### config.mk
export PLATFORM = sky130hd
export DESIGN_NAME = secuenciador_potencia
export DESIGN_NICKNAME = d
export VERILOG_FILES = /design/src/rtl/secuenciador_pkg.sv /design/src/rtl/lfsr16_galois.sv /design/src/rtl/secuenciador_potencia.sv
export SDC_FILE = /design/constraint.sdc
export NUM_CORES = 1
export LEC_CHECK = 0
export ABC_CLOCK_PERIOD_IN_PS = 4500
export CAP_MARGIN = 15
export CORE_ASPECT_RATIO = 0.75
export CORE_UTILIZATION = 49
export DETAILED_ROUTE_END_ITERATION = 16
export GPL_TIMING_DRIVEN = 0
export PLACE_DENSITY = 0.85
export SLEW_MARGIN = 10
export SYNTH_ARGS = -nofsm -noshare
export SYNTH_HDL_FRONTEND = slang
export SYNTH_SLANG_ARGS = --single-unit
### constraint.sdc
create_clock -name clk -period 4.5 [get_ports clk]
set_input_delay 0.675 -clock clk [delete_from_list [all_inputs] [get_ports clk]]
set_output_delay 0.675 -clock clk [all_outputs]
set_load 0.02 [all_outputs]
### src/rtl/secuenciador_pkg.sv
// Shared definitions for the power-analysis sequencer: state encoding and LFSR constants.
package secuenciador_pkg;

    typedef enum logic [2:0] {
        ST_IDLE   = 3'd0,
        ST_CLEAR  = 3'd1,
        ST_RUN    = 3'd2,
        ST_SETTLE = 3'd3,
        ST_READ   = 3'd4,
        ST_DONE   = 3'd5
    } estado_t;

    localparam logic [15:0] LFSR_MASK     = 16'hB400;
    localparam logic [15:0] SEED_ZERO_SUB = 16'h0001;

    // An all-zero Galois LFSR never leaves zero, so a zero seed is swapped out.
    function automatic logic [15:0] fixSeed(input logic [15:0] seed);
        return (seed == 16'h0000) ? SEED_ZERO_SUB : seed;
    endfunction

endpackage

### src/rtl/lfsr16_galois.sv
// 16-bit right-shifting Galois LFSR with synchronous load; reset and load both take the seed.
module lfsr16_galois
    import secuenciador_pkg::*;
(
    input  logic        clk,
    input  logic        reset_L,
    input  logic        load,
    input  logic [15:0] seed,
    input  logic        step,
    output logic [15:0] value
);

    logic [15:0] r_lfsr;
    logic [15:0] w_seed;
    logic [15:0] w_shifted;

    assign w_seed    = fixSeed(seed);
    assign w_shifted = {1'b0, r_lfsr[15:1]} ^ (r_lfsr[0] ? LFSR_MASK : 16'h0000);

    always_ff @(posedge clk) begin
        if (!reset_L || load) begin
            r_lfsr <= w_seed;
        end else if (step) begin
            r_lfsr <= w_shifted;
        end
    end

    assign value = r_lfsr;

endmodule

### src/rtl/secuenciador_potencia.sv
// Power-analysis run sequencer: clear counters, apply LFSR operand pairs, read counters back.
// Optional SECUENCIADOR_TOTAL_EN adds total_trans, the sum of all readout beats of the run.
module secuenciador_potencia
    import secuenciador_pkg::*;
#(
    parameter int          NUM_CNTR  = 3,
    parameter int          DIR_W     = 2,
    parameter int          DATA_W    = 32,
    parameter int          OPR_W     = 8,
    parameter int          NUM_SUMAS = 101,
    parameter int          PERIODO   = 4,
    parameter logic [15:0] SEMILLA   = 16'h000A
)(
    input  logic              clk,
    input  logic              reset_L,
    input  logic              start,
    output logic              busy,
    output logic              done,
    output logic [OPR_W-1:0]  opr_a,
    output logic [OPR_W-1:0]  opr_b,
    output logic              opr_valid,
    output logic [15:0]       sum_count,
    output logic [DIR_W-1:0]  mem_dir,
    output logic              mem_le,
    output logic [DATA_W-1:0] mem_wdata,
    input  logic [DATA_W-1:0] mem_rdata,
    output logic              cnt_valid,
    output logic [DIR_W-1:0]  cnt_dir,
`ifdef SECUENCIADOR_TOTAL_EN
    output logic [DATA_W+DIR_W-1:0] total_trans,
`endif
    output logic [DATA_W-1:0] cnt_data
);

    localparam int HOLD_W = (PERIODO > 1) ? $clog2(PERIODO) : 1;
    localparam int PAIR_W = (NUM_SUMAS > 0) ? $clog2(NUM_SUMAS + 1) : 1;
    localparam int TOT_W  = DATA_W + DIR_W;

    estado_t r_state;
    estado_t w_next;

    logic [DIR_W-1:0]  r_dir;
    logic [HOLD_W-1:0] r_hold;
    logic [PAIR_W-1:0] r_pairCnt;
    logic [15:0]       r_sumCount;
    logic [OPR_W-1:0]  r_oprA;
    logic [OPR_W-1:0]  r_oprB;
    logic              r_cntValid;
    logic [DIR_W-1:0]  r_cntDir;
    logic [DATA_W-1:0] r_cntData;

    logic        w_pairStart;
    logic        w_dirLast;
    logic        w_holdLast;
    logic        w_pairsDone;
    logic        w_stateChange;
    logic        w_lfsrLoad;
    logic [15:0] w_lfsr;

    assign w_dirLast     = (r_dir == DIR_W'(NUM_CNTR - 1));
    assign w_holdLast    = (r_hold == HOLD_W'(PERIODO - 1));
    assign w_pairsDone   = (r_pairCnt == PAIR_W'(NUM_SUMAS));
    assign w_stateChange = (r_state != w_next);
    assign w_lfsrLoad    = (r_state == ST_IDLE);

    lfsr16_galois u_lfsr (
        .clk     (clk),
        .reset_L (reset_L),
        .load    (w_lfsrLoad),
        .seed    (SEMILLA),
        .step    (w_pairStart),
        .value   (w_lfsr)
    );

    always_ff @(posedge clk) begin
        if (!reset_L) begin
            r_state <= ST_IDLE;
        end else begin
            r_state <= w_next;
        end
    end

    // w_pairStart marks the edge that latches a new operand pair and advances the LFSR.
    always_comb begin
        w_next      = r_state;
        w_pairStart = 1'b0;
        case (r_state)
            ST_IDLE: begin
                if (start) begin
                    w_next = ST_CLEAR;
                end
            end
            ST_CLEAR: begin
                if (w_dirLast) begin
                    if (NUM_SUMAS == 0) begin
                        w_next = ST_SETTLE;
                    end else begin
                        w_next      = ST_RUN;
                        w_pairStart = 1'b1;
                    end
                end
            end
            ST_RUN: begin
                if (w_holdLast) begin
                    if (w_pairsDone) begin
                        w_next = ST_SETTLE;
                    end else begin
                        w_pairStart = 1'b1;
                    end
                end
            end
            ST_SETTLE: begin
                if (w_holdLast) begin
                    w_next = ST_READ;
                end
            end
            ST_READ: begin
                if (w_dirLast) begin
                    w_next = ST_DONE;
                end
            end
            ST_DONE: begin
                w_next = ST_IDLE;
            end
            default: begin
                w_next = ST_IDLE;
            end
        endcase
    end

    always_ff @(posedge clk) begin
        if (!reset_L) begin
            r_dir      <= '0;
            r_hold     <= '0;
            r_pairCnt  <= '0;
            r_sumCount <= '0;
            r_oprA     <= '0;
            r_oprB     <= '0;
            r_cntValid <= 1'b0;
            r_cntDir   <= '0;
            r_cntData  <= '0;
        end else begin
            if (w_stateChange) begin
                r_dir <= '0;
            end else if (r_state == ST_CLEAR || r_state == ST_READ) begin
                r_dir <= r_dir + 1'b1;
            end

            if (w_stateChange || w_pairStart) begin
                r_hold <= '0;
            end else if (r_state == ST_RUN || r_state == ST_SETTLE) begin
                r_hold <= r_hold + 1'b1;
            end

            if (r_state == ST_IDLE) begin
                r_pairCnt  <= '0;
                r_sumCount <= '0;
            end else if (w_pairStart) begin
                r_pairCnt <= r_pairCnt + 1'b1;
                if (r_sumCount != 16'hFFFF) begin
                    r_sumCount <= r_sumCount + 16'd1;
                end
            end

            if (w_pairStart) begin
                r_oprA <= OPR_W'(w_lfsr[15:8]);
                r_oprB <= OPR_W'(w_lfsr[7:0]);
            end

            // Readout lags the address by one cycle, so the last beat lands in DONE.
            r_cntValid <= (r_state == ST_READ);
            if (r_state == ST_READ) begin
                r_cntDir  <= r_dir;
                r_cntData <= mem_rdata;
            end
        end
    end

`ifdef SECUENCIADOR_TOTAL_EN
    logic [TOT_W-1:0] r_total;

    always_ff @(posedge clk) begin
        if (!reset_L) begin
            r_total <= '0;
        end else if (r_state == ST_IDLE && start) begin
            r_total <= '0;
        end else if (r_state == ST_READ) begin
            r_total <= r_total + TOT_W'(mem_rdata);
        end
    end

    assign total_trans = r_total;
`endif

    assign busy      = (r_state != ST_IDLE);
    assign done      = (r_state == ST_DONE);
    assign mem_le    = (r_state != ST_CLEAR);
    assign mem_wdata = '0;
    assign mem_dir   = r_dir;
    assign opr_valid = (r_state == ST_RUN) && (r_hold == '0);
    assign opr_a     = r_oprA;
    assign opr_b     = r_oprB;
    assign sum_count = r_sumCount;
    assign cnt_valid = r_cntValid;
    assign cnt_dir   = r_cntDir;
    assign cnt_data  = r_cntData;

endmodule
[Word level (Yosys, flattened, before mapping)]
Index checks and enable logic that the tools add are counted.
Word-level totals
  RAM bits: 0
  output and inout port bits: 105
  bits in latches: 0
  register bits after elaboration: 97
  ROM bits: 0
  word-level logic and storage cells: 53
  memories kept: 0
  input bits: 35
Operators by class
  equal/unequal tests: 11
  reduce and logical (&&, ||, !) cells: 13
  order comparisons: 0
  add/sub/neg operators: 4
  shifts and indexed selects: 0
  multipliers: 0
  mux-type cells: 12
  bitwise logic cells: 2
  div/mod/pow operators: 0
Operator list (number)
  $mux W3: 6
  $add A16 B1 Y16 const B: 1
  $mux W16: 1
  $ne A16 B16 Y1 const B: 1
  $xor A15 B16 Y16: 1
  $pmux W3 S5: 1
  $add A7 B1 Y7 const B: 1
  $eq A7 B7 Y1 const B: 1
  $eq A3 B2 Y1 const B: 2
  $eq A3 B3 Y1 const B: 2
  $reduce_or A2 Y1: 3
  $add A2 B1 Y2 const B: 2
  $eq A2 B2 Y1 const B: 2
  $logic_or A1 B1 Y1: 4
  $eq A3 B1 Y1 const B: 1
  $logic_not A3 Y1: 1
  $mux W1: 3
  $ne A3 B1 Y1 const B: 1
  $ne A3 B3 Y1: 1
  $reduce_bool A3 Y1: 1
  $logic_not A2 Y1: 1
  $pmux W1 S2: 1
  $reduce_and A2 Y1: 1
  $logic_and A1 B1 Y1: 1
  2 further kinds: 2

[Logic depth before layout (Yosys ltp)]
Gate-level depths: netlist of the first run.
  depth in word-level cells: 7
  gate-level depth with buffers: 11
  depth with buffers taken out: 7

[By module]
From an unflattened synthesis of the first run, not the netlist that was laid out.
Unflattened totals
  cell total of the unflattened synthesis: 503
  area, all modules: 4581.9 µm²
By module, submodules not included
  secuenciador_potencia: sequential area each 1621.6 µm², times used 1, cells an instance 454, area an instance 3774.9 µm²
  lfsr16_galois: sequential area each 480.5 µm², times used 1, cells an instance 49, area an instance 807.0 µm²

[Least setup slack after synthesis of the first run]
No wires, ideal clock.
  path kind: flip-flop to flip-flop
  from: register r_state[0]
  to: register r_sumCount[10] (netlist: sum_count[10])
  path buffers: 3
  setup slack: 2196 ps
  period minus slack after synthesis: 2304 ps
  library setup time: 70 ps
  arrival time: 2234 ps
  stages on the path, launching flop included: 9
  data required time: 4430 ps
  path through: dfxtp_1 or3b_1 or2_0 buf_2 and2_1 buf_6 buf_6 or4_1 a21oi_1
Between the ends
  cells in the longest elaborated chain, start to end: 3
  elaborated cells between the ends (all ways): 6
  classes of those cells: eq/ne (2); mux (1); reduce/logical (3)
RTL lines
  start, declared: RTL line secuenciador_potencia.sv:39  | estado_t r_state;
  start signal, assigned: RTL line secuenciador_potencia.sv:79  | r_state <= w_next;
  $eq A3 B2 Y1 / $eq A3 B1 Y1 (equally long branches): RTL line secuenciador_potencia.sv:87  | case (r_state)
  $pmux W1 S2: RTL line secuenciador_potencia.sv:87
  $reduce_and A2 Y1 (no line)
  end signal, assigned: RTL line secuenciador_potencia.sv:161  | r_sumCount <= r_sumCount + 16'd1;
  end, declared: RTL line secuenciador_potencia.sv:45  | logic [15:0] r_sumCount;
Parallel ways exist; a longest one is shown, timed or not.
A chain may end at the register's enable or synchronous reset.

[Worst setup path in the final report of the first run]
  from: register r_state[1]
  to: output opr_valid
Between the ends
  cells in the longest elaborated chain, start to end: 2
RTL lines
  $eq A3 B2 Y1: RTL line secuenciador_potencia.sv:200  | assign opr_valid = (r_state == ST_RUN) && (r_hold == '0);
  $logic_and A1 B1 Y1: RTL line secuenciador_potencia.sv:200
  end, declared: RTL line secuenciador_potencia.sv:21  | output logic opr_valid,
Every way passes these cells.

==> results.yml, run 1 <==
outcome:
  status: "complete, no violations"
setup_path:
  endpoint_kind: "primary output"
  path_max_fanout: 10
  startpoint_type: "flip-flop"
  arrival_ns: 2.26
  criticalPathCategory: "flip-flop to primary output"
  required_ns: 3.83
global_route:
  grt_pass1_wl_um: 16800
  first_global_vias: 3597
  groute.usage.overall_pct: 24.4
  antenna_found_initial: 0
  grt_util_met2_pct: 42.1
  grt_start_max_net_pins: 19
  grtUsageMet3_pct: 5.97
  overflow: 0
  use_met1_pct: 29.9
  top_usage_layer: "met2"
timing:
  fmax_mhz: 341
  finClkSkew_ns: 0.00974
  setup-tns-final_ns: 0
  setup_ws_ns: 1.57
  setup_viol: 0
  finalHoldViolCount: 0
  fin_crit_sh_pct: 65.2
  grt_setup_unrepaired: "no"
  slew_viol_final: 0
  slew_headroom_pct: 52.8
  worst_slew_pin_slew_ns: 0.700
  period_minus_slack_ns: 2.93
routing:
  viasPerCell: 5.17
  firstDrtPassIters: 4
  vias: 3969
  drc: 0
  wl_per_cell_um: 14.2
  finalWirelength_um: 10900
  drtAntennaViolNets: 0
  drtIter0Drc: 216
die:
  die_w_um: 109
  start_util_pct: 52.2
  die_area_mm2: 0.00904
  die_h_um: 82.6
  coreArea_mm2: 0.00813
  ioPinCount: 140
  rows: 28
yosys:
  syn_area_per_cell_um2: 8.33
  synth_area_leader_cell: "dfxtp_1"
  synthTopCellsByArea: "dfxtp_1 46%, nand2_1 12%, a21boi_0 9.0%"
  synth_top_cells_by_count: "133 x nand2_1, 97 x dfxtp_1, 51 x a21boi_0"
  synth_ff_type: "dfxtp_1"
  ys_seq_elements: 97
  synth.top_cell.area_share_pct: 45.8
  async_reset_ff_share_pct: 0
  synth-edff-count: 0
  synthesis.area_mm2: 0.00424
  netlist-cell-type-count: 41
  syn_inst: 509
  yosysSeqAreaShare_pct: 45.8
  yosys_warnings: 0
  yosysMostFrequentCell: "nand2_1"
min_path:
  hold_class: "flip-flop to flip-flop"
clocking:
  cts_hold_buf: 0
  cts_root_buffer: "clkbuf_16"
  cts.sinks: 97
  htree_levels: 3
  cts_tree: "done"
  cts_setup_buffers: 0
  cts_made_buffers: 9
  clkTransAtPathRegs_ns: 0.07
  clock_path_buffers: 2
  cts_resized: 0
  clk_latency_ns: 0.35
cells_and_area:
  n_antenna_cell: 0
  fin_nets: 699
  drive_above_1_share_pct: 8.45
  area_growth_pct: 38.2
  fin_util_pct: 72.1
  fin_cells: 768
job:
  cap_violations: 0
place:
  portBuffers: 107
  place_inst: 752
  hpwl_um: 8040
  gp_congestion: 0.903
  place_ws_ns: 1.81
power_and_ir_drop:
  vdd_drop_max_v: 0.000215
  leakagePower_uw: 0.00205
  power_density_mw_per_mm2: 304
sequential cells by signal (all words and copies together) (netlist names):
name and cells:
cnt_data 32, cnt_dir 2, cnt_valid 1, mem_dir 2, opr_a 8, opr_b 8, r_hold 2, r_pairCnt 7
r_state 3, sum_count 16, u_lfsr.value 16
kinds of logic (layout without fill, tap and decap cells):
group	after synthesis	count (layout)	share of synthesized area, %
AOI/OAI and AO/OA	115	115	18.2
xor gates and xnor gates	12	12	2.48
adders and majority gates	6	6	1.77
buffers and inverters	70	193	9.53
DFF	97	97	45.8
other	1	32	0.0884
and+or+nand+nor	208	208	22.2
worst max-delay path, stage by stage (launching register included):
cell	delay, ns
dfxtp_1	0.38
clkbuf_1	0.30
nor2b_1	0.40
and3b_1	0.22
clkdlybuf4s50_1	0.61
metal layers:
metal	part of all wire [%]	wire length [um]	vias up
li1	-	-	1963
met2	48	5230	143
met3	7.1	771	19
met5	0	0	-
met1	43	4670	1844
met4	2.0	218	0
through the flow:
step           total power (uW)  cell area [um^2]  hold WS (ns)
2_1_floorplan               983              4360         0.437
3_3_place_gp               1040              5560         0.441
3_5_place_dp               1040              5560         0.447
4_1_cts                    1790              5860         0.457
5_1_grt                    1840              5860         0.480
6_report                   1780              5860         0.457
cell usage in the layout, fill, tap and decap left out, types with 3 or more instances in the layout:
master	count
or3_1	4
conb_1	32
clkbuf_16	9
clkbuf_1	25
clkdlybuf4s50_1	107
a211oi_1	5
nand2_1	133
nand4_1	6
dfxtp_1	97
nand3_1	9
o21ai_0	6
and2_1	6
o31ai_1	9
nor4_1	3
inv_1	6
buf_4	32
nor2_1	17
buf_2	5
xnor2_1	11
a21boi_0	51
a21oi_1	34
and3_1	5
ha_1	6
or4_1	10
nor3_1	3
power by group:
group          leakage [uW]  switching [uW]  internal [uW]
clock              0.000144             355            403
sequential         0.000782            4.93            862
combinational       0.00112            82.3           73.4
final timing paths:
kind / cells past startpoint / end / slack [ns] / startpoint
worst max register to register: 8 / sum_count[14] / 1.86 / sum_count[0]
worst max-delay path: 4 / opr_valid / 1.57 / r_state[1]
worst min-delay path: 2 / u_lfsr.value[15] / 0.46 / u_lfsr.value[15]
worst min register to register: 2 / u_lfsr.value[15] / 0.46 / u_lfsr.value[15]
area by class of cell:
type                            instances  area (um^2)
Buffer                                 64          382
Clock buffer                           10          239
Clock inverter                          6         56.3
Fill cell                             659         2260
Inverter                                6         22.5
Multi-Input combinational cell        373         2020
Sequential cell                        97         1940
Tap cell                              105          131
Timing Repair Buffer                  107         1070
No activity file was read; power rests on OpenSTA's default activity.
==> inputs of run 2 (changes only) <==
--- a/config.mk
+++ b/config.mk
@@ -5,13 +5,13 @@
 export SDC_FILE = /design/constraint.sdc
 export NUM_CORES = 1
 export LEC_CHECK = 0
-export ABC_CLOCK_PERIOD_IN_PS = 4500
+export ABC_CLOCK_PERIOD_IN_PS = 3000
 export CAP_MARGIN = 15
 export CORE_ASPECT_RATIO = 0.75
-export CORE_UTILIZATION = 49
+export CORE_UTILIZATION = 46
 export DETAILED_ROUTE_END_ITERATION = 16
 export GPL_TIMING_DRIVEN = 0
-export PLACE_DENSITY = 0.85
+export PLACE_DENSITY = 0.8
 export SLEW_MARGIN = 10
 export SYNTH_ARGS = -nofsm -noshare
 export SYNTH_HDL_FRONTEND = slang
==> constraint.sdc (replaced) <==
create_clock -name clk -period 3 [get_ports clk]
set_input_delay 0.45 -clock clk [delete_from_list [all_inputs] [get_ports clk]]
set_output_delay 0.45 -clock clk [all_outputs]
set_load 0.02 [all_outputs]
==> run 2 against run 1 <==
Against the previous run: die area up 6.4%; sequential cell count unchanged; critical endpoint unchanged; critical path type unchanged; non-clock buffer count unchanged; critical path depth unchanged; total power up 50%; highest routed layer unchanged; sequential share of layout area about the same; clock power up 50%; clock skew down 0.0048 ns; first-iteration DRC count down 5.1%; register-to-register slack worse by 1.5 ns; worst hold slack better by 0.0016 ns.
==> results.yml, run 2 (synthesis gave the netlist of run 1 again) <==
outcome:
  status: "complete, no violations"
global_route:
  grt_pass1_wl_um: 17000
  groute.usage.overall_pct: 22.1
  antenna_found_initial: 0
  overflow: 0
  grt_start_max_net_pins: 17
  first_global_vias: 3588
power_and_ir_drop:
  power_density_mw_per_mm2: 457
  leakagePower_uw: 0.00204
  vdd_drop_max_v: 0.000334
cells_and_area:
  largest_register_ffs: 32
  area_growth_pct: 38.1
  fill_cells: 709
  fin_util_pct: 67.3
  fin_nets: 699
  layout_commonest_cell: "nand2_1"
  layout_common_cells: "133 x nand2_1, 107 x clkdlybuf4s50_1, 97 x dfxtp_1, 51 x a21boi_0, 34 x a21oi_1"
  n_antenna_cell: 0
  drive_above_1_share_pct: 8.01
setup_path:
  r2r.worst_path.cells: 9
  r2r-start: "r_pairCnt[0]"
  startpoint_type: "flip-flop"
  crit_slowest_cell: "clkdlybuf4s50_1"
  critPathMaxStageDelay_ns: 0.61
  endpoint_kind: "primary output"
  required_ns: 2.55
  criticalPathCategory: "flip-flop to primary output"
  path_max_fanout: 10
  arrival_ns: 2.24
  ff2ff_setup_slack_ns: 0.33
  r2r_end: "sum_count[5]"
  crit_chain: "clkbuf_1 -> nor2b_1 -> and3b_1 -> clkdlybuf4s50_1"
timing:
  fin_crit_sh_pct: 89.7
  finClkSkew_ns: 0.00494
  period_minus_slack_ns: 2.69
  setup_viol: 0
  grt_setup_unrepaired: "no"
  setup-tns-final_ns: 0
  whs_ns: 0.458
  slew_viol_final: 0
  worst_slew_pin_slew_ns: 1.14
  slew_headroom_pct: 22.8
  finalHoldViolCount: 0
  fmax_mhz: 372
routing:
  drt-met1-wl_um: 4940
  vias: 3991
  wl_per_cell_um: 14.0
  top_layer: "met4"
  drc: 0
  dr_wl_met2_um: 5100
  wl_met3_um: 534
  drtAntennaViolNets: 0
  firstDrtPassIters: 5
  drtIter0Drc: 205
  viasPerCell: 5.18
  finalWirelength_um: 10800
clocking:
  clkTransAtPathRegs_ns: 0.07
  cts_tree: "done"
  cts_setup_buffers: 0
  cts.sinks: 97
  cts_root_buffer: "clkbuf_16"
  clock_path_buffers: 2
  cts_resized: 0
  clk_latency_ns: 0.33
  htree_levels: 3
  cts_hold_buf: 0
  cts_made_buffers: 9
min_path:
  hold_path_end: "u_lfsr.value[5]"
  hold_class: "flip-flop to flip-flop"
  holdPathStages: 2
  holdCritStartpoint: "u_lfsr.value[5]"
die:
  die_h_um: 85.2
  rows: 29
  start_util_pct: 48.7
  coreArea_mm2: 0.00871
  die_area_mm2: 0.00961
  ioPinCount: 140
  die_w_um: 113
place:
  hpwl_um: 8040
  portBuffers: 107
  gp_congestion: 0.856
job:
  cap_violations: 0
## run 2: changes by cell type in the layout (fill, tap and decap cells not counted), sizes merged
cell,delta
bufinv,+1
inv,-2
## run 2: per-stage QoR
| stage | total power (uW) | worst slack [ns] | cells | area (um^2) |
|---|---|---|---|---|
| 6_report | 2680 | 0.309 | 770 | 5860 |
| 5_1_grt | 2760 | 0.114 | 770 | 5860 |
| 4_1_cts | 2690 | 0.315 | 770 | 5860 |
| 3_5_place_dp | 1560 | 0.377 | 755 | 5560 |
| 3_3_place_gp | 1560 | 0.454 | 755 | 5560 |
| 2_1_floorplan | 1470 | 0.696 | 540 | 4360 |
## run 2: power breakdown
| part | internal [uW] | leakage [uW] | switching (uW) |
|---|---|---|---|
| clock | 650 | 0.000140 | 494 |
| combinational | 110 | 0.00112 | 124 |
| sequential | 1290 | 0.000782 | 7.27 |
| total | 2050 | 0.00204 | 624 |
## run 2: layout make-up
class / instances / area, um^2 / area share (%)
timing repair buffer: 107 / 1070 / 18.3
multi-input combinational: 373 / 2010 / 34.4
buffer: 64 / 382 / 6.52
tap: 108 / 135 / 2.31
clock inverter: 5 / 63.8 / 1.09
inverter: 6 / 22.5 / 0.385
clock buffer: 10 / 229 / 3.91
sequential: 97 / 1940 / 33.2
## run 2: critical path, delay by kind of cell, from the launching register on
family,cells,cell delay (ns)
flops,1,0.37
buf+inv,2,0.93
simple gates,2,0.60
## run 2: routing by layer
metal	vias to the layer above	track usage (%)
li1	1969	-
met1	1874	29.3
met2	131	36.8
met3	17	4.29
met4	0	7.06
met5	-	0
## run 2: worst max-delay path by stage
stage                  from       endpoint  slack, ns  cells after the start
6_report         r_state[1]      opr_valid       0.31                      4
2_1_floorplan    r_state[0]  sum_count[10]       0.70                      8
3_5_place_dp   r_pairCnt[0]       opr_a[1]       0.38                      9
5_1_grt        r_pairCnt[0]       opr_b[2]       0.11                      9
4_1_cts          r_state[1]      opr_valid       0.31                      4
3_3_place_gp   r_pairCnt[0]   sum_count[1]       0.45                      9
==> inputs of run 3 (changes only) <==
--- a/config.mk
+++ b/config.mk
@@ -5,11 +5,12 @@
 export SDC_FILE = /design/constraint.sdc
 export NUM_CORES = 1
 export LEC_CHECK = 0
-export ABC_CLOCK_PERIOD_IN_PS = 3000
+export ABC_CLOCK_PERIOD_IN_PS = 2550
 export CAP_MARGIN = 15
 export CORE_ASPECT_RATIO = 0.75
 export CORE_UTILIZATION = 46
 export DETAILED_ROUTE_END_ITERATION = 16
+export GPL_ROUTABILITY_DRIVEN = 1
 export GPL_TIMING_DRIVEN = 0
 export PLACE_DENSITY = 0.8
 export SLEW_MARGIN = 10
==> constraint.sdc (replaced) <==
create_clock -name clk -period 2.55 [get_ports clk]
set_input_delay 0.3825 -clock clk [delete_from_list [all_inputs] [get_ports clk]]
set_output_delay 0.3825 -clock clk [all_outputs]
set_load 0.02 [all_outputs]
==> run 3 against run 2 <==
Against the previous run: clock power rose by 18%; first-iteration DRC count rose by 2.4%; clock skew barely moved; global-route usage rose by 0.062 points; sequential share of layout area fell by 0.11 points; worst hold slack barely moved; non-clock buffer count did not move; design area rose by 0.34%; cell count did not move; count of clock-buffer cells in the layout did not move; core utilization rose by 0.23 points; critical endpoint is now sum_count[5].
==> results.yml, run 3 (synthesis gave the netlist of run 1 again) <==
die:
  start_util_pct: 48.7
  die_h_um: 85.2
  rows: 29
  ioPinCount: 140
  die_area_mm2: 0.00961
  die_w_um: 113
  coreArea_mm2: 0.00871
setup_path:
  required_ns: 2.75
  arrival_ns: 2.66
  endpoint_kind: "flip-flop"
  criticalPathCategory: "flip-flop to flip-flop"
  startpoint_type: "flip-flop"
  path_max_fanout: 10
place:
  place_area_mm2: 0.00556
  portBuffers: 107
  place_ws_ns: -0.0732
  hpwl_um: 8040
  gp_congestion: 0.856
  place_inst: 755
routing:
  drtIter0Drc: 210
  finalWirelength_um: 10700
  vias: 3959
  wl_per_cell_um: 13.9
  drc: 0
  viasPerCell: 5.14
  firstDrtPassIters: 5
  drtAntennaViolNets: 0
power_and_ir_drop:
  leakagePower_uw: 0.00205
  p_int_uw: 2420
  vdd_drop_max_v: 0.000393
  pwr-share-clk_pct: 42.6
  p_switching_uw: 730
  swShare_pct: 23.2
  pwr-share-seq_pct: 48.6
  power_density_mw_per_mm2: 535
  combPwrFrac_pct: 8.7
clocking:
  clk_latency_ns: 0.33
  clock_path_buffers: 2
  cts_root_buffer: "clkbuf_16"
  cts_setup_buffers: 0
  clkTransAtPathRegs_ns: 0.07
  cts_tree: "done"
  cts_made_buffers: 9
  htree_levels: 3
  cts.sinks: 97
  cts_hold_buf: 0
cells_and_area:
  drive_above_1_share_pct: 8.91
  finalInstanceArea_mm2: 0.00588
  layout_commonest_cell: "nand2_1"
  largest_register_ffs: 32
  fin_nets: 699
  fin_cells: 770
  layout_common_cells: "133 x nand2_1, 107 x clkdlybuf4s50_1, 97 x dfxtp_1, 51 x a21boi_0, 34 x a21oi_1"
  n_antenna_cell: 0
  area_growth_pct: 38.6
timing:
  fin_crit_sh_pct: 96.6
  slew_viol_final: 0
  period_minus_slack_ns: 2.46
  finalHoldViolCount: 0
  worst_slew_pin_slew_ns: 0.694
  setup_ws_ns: 0.0867
  setup-tns-final_ns: 0
  slew_headroom_pct: 53.2
  finClkSkew_ns: 0.00497
  fmax_mhz: 406
  grt_setup_unrepaired: "no"
  setup_viol: 0
global_route:
  groute.usage.overall_pct: 22.2
  overflow: 0
  grt_pass1_wl_um: 17100
  antenna_found_initial: 0
  first_global_vias: 3600
  grt_start_max_net_pins: 17
outcome:
  status: "complete, no violations"
min_path:
  hold_class: "flip-flop to flip-flop"
job:
  cap_violations: 0
## run 3: layout make-up
cell class              instances  area [um^2]
fillers                       701         2830
multi-input cells             373         2030
flip-flops and latches         97         1940
repair buffers                107         1070
plain buffers                  64          385
clock buffers                  10          229
well taps                     108          135
clock inverters                 5         63.8
inverters                       6         22.5
## run 3: worst max-delay path: stages, from the launching register on
cell and delay [ns]:
dfxtp_1 0.39, ha_1 0.24, nor4bb_2 0.38, o41ai_2 0.23, and2_1 0.20, buf_6 0.13, buf_6 0.13, buf_2 0.18
o31ai_1 0.35, a21oi_1 0.10
## run 3: worst paths after layout
check	from	to	slack [ns]	cells past startpoint
min	u_lfsr.value[5]	u_lfsr.value[5]	0.46	2
max	r_hold[0]	sum_count[5]	0.09	9
max reg2reg	r_hold[0]	sum_count[5]	0.09	9
min reg2reg	u_lfsr.value[5]	u_lfsr.value[5]	0.46	2
## run 3: through the flow
stage | total power (uW) | util (%) | hold slack (ns)
detailed placement | 1830 | 63.9 | 0.448
floorplan | 1730 | - | 0.437
finish | 3150 | 67.5 | 0.458
global placement | 1830 | 63.9 | 0.441
global route | 3250 | 67.5 | 0.478
CTS | 3170 | 67.4 | 0.458
## run 3: what timing repair did
action                                 CTS  global route
pin swaps                                0             0
setup endpoints to repair               40            12
endpoints found under the hold margin    0             0
cloned                                   0             0
resized for setup                        2             7
## run 3: layer usage
metal	vias to the layer above	global-route usage, %	wire (um)
met5	-	0	0
met4	0	7.06	157
met3	14	4.29	498
met2	131	36.8	5110
met1	1843	29.5	4950
li1	1971	-	-
## run 3: power groups by stage
stage / clock [uW] / combinational, uW / sequential (uW)
final: 1340 / 275 / 1530
after detailed placement: 0 / 268 / 1560
after global placement: 0 / 267 / 1560
after CTS: 1370 / 271 / 1530
after floorplan: 0 / 167 / 1570
after global routing: 1430 / 295 / 1530
